<file path="src/rtl/lru_stack_tracker.sv">
`default_nettype none
// +--------------------------------------------------------------------------+
// | Module      : lru_stack_tracker                                          |
// | Description : Per-set true-LRU ordering stacks with touch/demote updates |
// |               and a one-cycle victim query with update forwarding.       |
// | Revision    : 1.0 - initial release                                      |
// +--------------------------------------------------------------------------+
module lru_stack_tracker #(
  parameter  int WAYS  = 4,
  parameter  int SETS  = 8,
  localparam int WAY_W = (WAYS > 1) ? $clog2(WAYS) : 1,
  localparam int SET_W = (SETS > 1) ? $clog2(SETS) : 1
) (
  input  logic             clk,
  input  logic             rst,
  input  logic             upd_valid,
  input  logic             upd_op,
  input  logic [SET_W-1:0] upd_set,
  input  logic [WAY_W-1:0] upd_way,
  input  logic             qry_valid,
  input  logic [SET_W-1:0] qry_set,
  output logic             victim_valid,
  output logic [WAY_W-1:0] victim_way
);

  // Storage spans the full index range so a 1-set build still decodes a 1-bit index.
  localparam int  c_DEPTH   = 1 << SET_W;
  localparam logic c_TOUCH  = 1'b0;

  logic [WAY_W-1:0] r_stack [c_DEPTH][WAYS];
  logic             r_victim_valid;
  logic [WAY_W-1:0] r_victim_way;

  logic [WAY_W-1:0] w_old  [WAYS];
  logic [WAY_W-1:0] w_new  [WAYS];
  logic [WAYS-1:0]  w_hit;
  logic [WAYS-1:0]  w_prefix;
  logic             w_run;
  logic [WAY_W-1:0] w_qry_lru;

  always_comb begin
    w_run = 1'b0;
    for (int i = 0; i < WAYS; i++) begin
      w_old[i]    = r_stack[upd_set][i];
      w_hit[i]    = (w_old[i] == upd_way);
      w_run       = w_run | w_hit[i];
      w_prefix[i] = w_run;
    end
  end

  // w_prefix[i] is set when the updated way sits at position i or above (closer to MRU).
  always_comb begin
    for (int i = 0; i < WAYS; i++) begin
      w_new[i] = w_old[i];
    end
    if (upd_op == c_TOUCH) begin
      w_new[0] = upd_way;
      for (int i = 1; i < WAYS; i++) begin
        w_new[i] = w_prefix[i-1] ? w_old[i] : w_old[i-1];
      end
    end else begin
      for (int i = 0; i < WAYS - 1; i++) begin
        w_new[i] = w_prefix[i] ? w_old[i+1] : w_old[i];
      end
      w_new[WAYS-1] = upd_way;
    end
  end

  always_comb begin
    w_qry_lru = r_stack[qry_set][WAYS-1];
    if (upd_valid && (upd_set == qry_set)) begin
      w_qry_lru = w_new[WAYS-1];
    end
  end

  always_ff @(posedge clk) begin
    if (rst) begin
      for (int s = 0; s < c_DEPTH; s++) begin
        for (int i = 0; i < WAYS; i++) begin
          r_stack[s][i] <= WAY_W'(i);
        end
      end
      r_victim_valid <= 1'b0;
      r_victim_way   <= '0;
    end else begin
      if (upd_valid) begin
        for (int i = 0; i < WAYS; i++) begin
          r_stack[upd_set][i] <= w_new[i];
        end
      end
      r_victim_valid <= qry_valid;
      if (qry_valid) begin
        r_victim_way <= w_qry_lru;
      end
    end
  end

  assign victim_valid = r_victim_valid;
  assign victim_way   = r_victim_way;

endmodule
`default_nettype wire

</file>
<file path="config.mk">
export PLATFORM = sky130hd
export DESIGN_NAME = lru_stack_tracker
export DESIGN_NICKNAME = d
export VERILOG_FILES = /design/src/rtl/lru_stack_tracker.sv
export SDC_FILE = /design/constraint.sdc
export NUM_CORES = 1
export LEC_CHECK = 0
export CAP_MARGIN = 0
export CORE_UTILIZATION = 50
export CTS_CLUSTER_SIZE = 14
export DETAILED_ROUTE_END_ITERATION = 8
export HOLD_SLACK_MARGIN = 0.06
export PLACE_DENSITY = 0.74
export SYNTH_ARGS = -nofsm -noshare
export SYNTH_HDL_FRONTEND = slang
export SYNTH_SLANG_ARGS = --single-unit
</file>
<file path="constraint.sdc">
create_clock -name clk -period 3.8 [get_ports clk]
set_clock_uncertainty 0.15 [all_clocks]
set_input_delay 0.57 -clock clk [delete_from_list [all_inputs] [get_ports clk]]
set_output_delay 0.57 -clock clk [all_outputs]
set_load 0.01 [all_outputs]
</file>
* Yosys cells after proc, flatten, opt, wreduce, memory -nomap -nowiden
Memory sizes are Yosys's and may differ from the RTL's. A register that Yosys moved wholly into a read port is not among the register bits.
Index checks and enable logic that the tools add are counted.
** Cells by class
- Bitwise logic cells :: 3
- Mux-type cells :: 13
- Eq/ne operators :: 4
- Reduce and logical (&&, ||, !) cells :: 1
** Operators by type and width (count)
- 8-bit 2-to-1 mux :: 2
- 2-bit 2-to-1 mux :: 4
- 8-bit OR reduction :: 1
- 2-bit equality test :: 3
- 1-bit 2-to-1 mux :: 6
- 3-bit equality test :: 1
- 3-bit 2-to-1 mux :: 1
- 1-bit OR :: 2
- 1-bit AND :: 1
** Word-level totals
- Output and inout port bits :: 3
- Bits of input ports :: 13
- Register bits :: 10
- Logic and storage cells :: 25
- Memories kept :: 1
- Bits in writable memories :: 64
** Memories
- r_stack :: words 8, width 8, read ports 2, clocked after Yosys merged registers in 1, wr ports 8, line 30 : logic [WAY_W-1:0] r_stack [c_DEPTH][WAYS];

* Longest topological paths before layout
An unclocked memory read counts as a cell.
- Depth after elaboration :: 7
- Mapped depth :: 10
- Mapped depth without buffers :: 7

* Worst setup path before layout
Ideal clock, no wire load.
- Kind :: input-to-reg
- From :: input upd_set[0]
- To :: memory r_stack[0][2] (netlist name) (data pin)
- Setup time :: 0.271 ns
- Stages :: 8
- Required time :: 3.379 ns
- Data arrival time :: 2.598 ns
- Path buffers :: 1
- Path slack :: 0.781 ns
- Path through :: buf_6 mux4_1 mux2_2 xor2_1 o32ai_2 o221a_2 a31oi_4 nor3_1
** RTL lines
- from (decl) :: line 18 : input logic [SET_W-1:0] upd_set,
- to (decl) :: line 30

==> run metrics <==
Worst-path clk slew=~0.070 ns; HPWL after DPL=slightly below 7000 um; Hold Vio Cnt, Final=0; DRC=0; crit path max fanout=13; TNS Setup=0 ns; Distinct cells, synth=slightly below 70; status=finished, final reports clean; Hold Path Class=reg2reg; Die X=~91 um; Worst Max-Slew Pin Slew=0.663 ns; GPL Wtd Cong=between 0.9 and 1; leak pwr=about 1.5 nW; First-pass DRT Iterations=5; Placement Setup Slack=0.00439 ns; most common cell after layout, fill and taps aside=edfxtp_1; initial core utilization=roughly half; initial antenna violation count=0; number of synthesized flops with an enable pin=between 60 and 70; Register Area=~2100 um^2; Worst-Skew Late Latency=roughly 0.35 ns; clock buffer count from CTS=9; Slew Limit Fails=0; largest net degree at the start of global routing=32; Worst EP required=around 3.7 ns; Worst Setup Slack, final=approximately 0.32 ns; Synth Warn #=0; fin nets=roughly 380; post-CTS setup buffers=0; CP Capture Type=flop; area occupied by multi-input gates=around 1800 um^2; GRT Residual Overflow=0; Fmax=roughly 290 MHz; synthesized flop and latch total=70; CTS tree=built; antenna viol nets, final=0; number of global-route vias before repair=approximately 3,000; maximum clock path buffer count=2; area delta synth->final=14.0%; Post-CTS Resized=0; Max VDD drop=approximately 0.20 mV; CTS Hold Bufs=0; commonest cells after routing, fill and taps aside=edfxtp_1, nor2_1, nand2_1; drt total wl=9570 um; fraction of registers with async set/reset=0%; mapped cell area=4000 um^2; vias per cell=approximately 6.2; Finished Cell Area=4560 um^2; Post-DP Area=between 4000 and 5000 um^2; core region area=7730 um^2; Fill cells=about 640; die footprint=8360 um^2; die span in y=91.4 um; Global Route Usage Sum=between 20% and 30%; Initial DRC Count=between 200 and 300; # setup viols final=0; routed len/inst=~20 um; dpl cells=about 460; Site Rows=32; sequential area share after synthesis=51.6%; Worst Path Arrival=~3.4 ns; relative slew slack=between 50% and 60%; first-pass GRT wire length=15,400 um; final cell count without fillers=about 480; post-route clock period utilization=about nine tenths; unrepaired setup endpoints after global routing=false; final worst path period need=between 3 and 4 ns; Avg Cell Area, Syn=11.8 um^2; PD cells=between 300 and 400 nW/um^2; crit path launch type=input pin; max_cap viols=0; DR vias=between 2,000 and 3,000; port bufs=15; critical path class=in2reg; Power Total=1.80 mW; H-tree levels=3; layout cells sized above 1=about a fifth; Ports=16; n_diodes=0; most common flop cell mapped by yosys=edfxtp_1; Sink Count=70; root buf cell=clkbuf_8; syn_nets=approximately 350; Synth Instances=between 300 and 400
metrics by stage:
step	utilization, %	hold WS (ns)
3_3_place_gp	56.6	0.320
3_5_place_dp	56.6	0.332
6_report	59.0	0.339
2_1_floorplan	-	0.311
4_1_cts	59.0	0.342
5_1_grt	59.0	0.362
area by class of cell:
type	count	area share [%]
inverter	7	0.576
multi-input combinational	246	39.8
tap	102	2.80
timing repair buffer	37	7.46
sequential	70	45.2
clock buffer	9	2.72
clock inverter	7	1.43
flip-flops by register name, summed over array words and instances, names as in the netlist, named ones only:
name and count:
r_stack 64, victim_valid 1
metal layers:
layer | global-route usage (%) | up-vias | part of all wire [%] | routed length, um
met3 | 3.77 | 21 | 6.6 | 634
met5 | 0 | - | 0 | 0
met4 | 11.6 | 0 | 2.0 | 195
li1 | - | 1349 | - | -
met2 | 41.4 | 145 | 50 | 4780
met1 | 32.3 | 1463 | 41 | 3970
critical path, stage by stage:
cell	delay (ns)
clkdlybuf4s50_1	0.45
buf_4	0.21
mux4_1	0.56
mux2_2	0.33
xor2_1	0.36
o32ai_2	0.16
o221a_2	0.34
a31oi_4	0.31
nor3_1	0.10
power breakdown:
group / total [mW] / leakage (nW) / switching, mW / internal [mW]
registers: 0.876 / 0.610 / 0.00790 / 0.868
logic: 0.344 / 0.762 / 0.205 / 0.139
clock network: 0.577 / 0.0863 / 0.280 / 0.297
cell families (layout without fill, tap and decap cells):
kind of cell | count (synthesis) | after routing | synth area share [%]
xor gates and xnor gates | 8 | 8 | 1.94
and+or+nand+nor | 158 | 158 | 19.5
muxes | 33 | 33 | 13.7
DFF | 70 | 70 | 51.6
AOI/OAI and AO/OA | 47 | 47 | 10.2
buffers and inverters | 23 | 60 | 3.07
synthesized netlist by cell type (2+ instances only):
library cell	n	share of area, %
mux2i_1	11	2.8
nand2b_1	15	2.3
nand4_1	4	0.63
nand2_1	40	3.8
a31oi_1	2	0.31
xor2_1	3	0.66
and3_1	2	0.31
mux2_2	4	1.1
nor3b_1	2	0.38
buf_2	5	0.63
a21oi_1	9	1.1
nand3b_1	4	0.75
clkbuf_1	5	0.47
o31ai_1	4	0.75
a211oi_1	5	0.94
a21o_1	2	0.38
buf_1	2	0.19
buf_6	2	0.56
a22o_1	2	0.44
nor2_1	43	4.0
dfxtp_1	4	2.0
nand2_2	2	0.31
and2_1	2	0.31
nand3_1	15	1.9
xnor2_1	4	0.88
o21ai_0	2	0.25
edfxtp_1	66	50
nor3_1	12	1.5
a22oi_1	3	0.56
inv_1	5	0.47
mux4_2	14	7.9
nor4_1	2	0.31
nor2b_1	6	0.94
final timing paths:
path,from,end,slack (ns),cells after the start
setup / recovery,upd_set[0],r_stack[7][2]$_SDFFCE_PN0P_,0.32,9
setup reg to reg,r_stack[5][7]$_SDFFCE_PN0P_,r_stack[7][2]$_SDFFCE_PN0P_,0.91,8
hold reg to reg,flop,flop,0.34,2
hold / removal,flop,flop,0.34,2
Note: power is estimated with default switching activity, not from simulation.
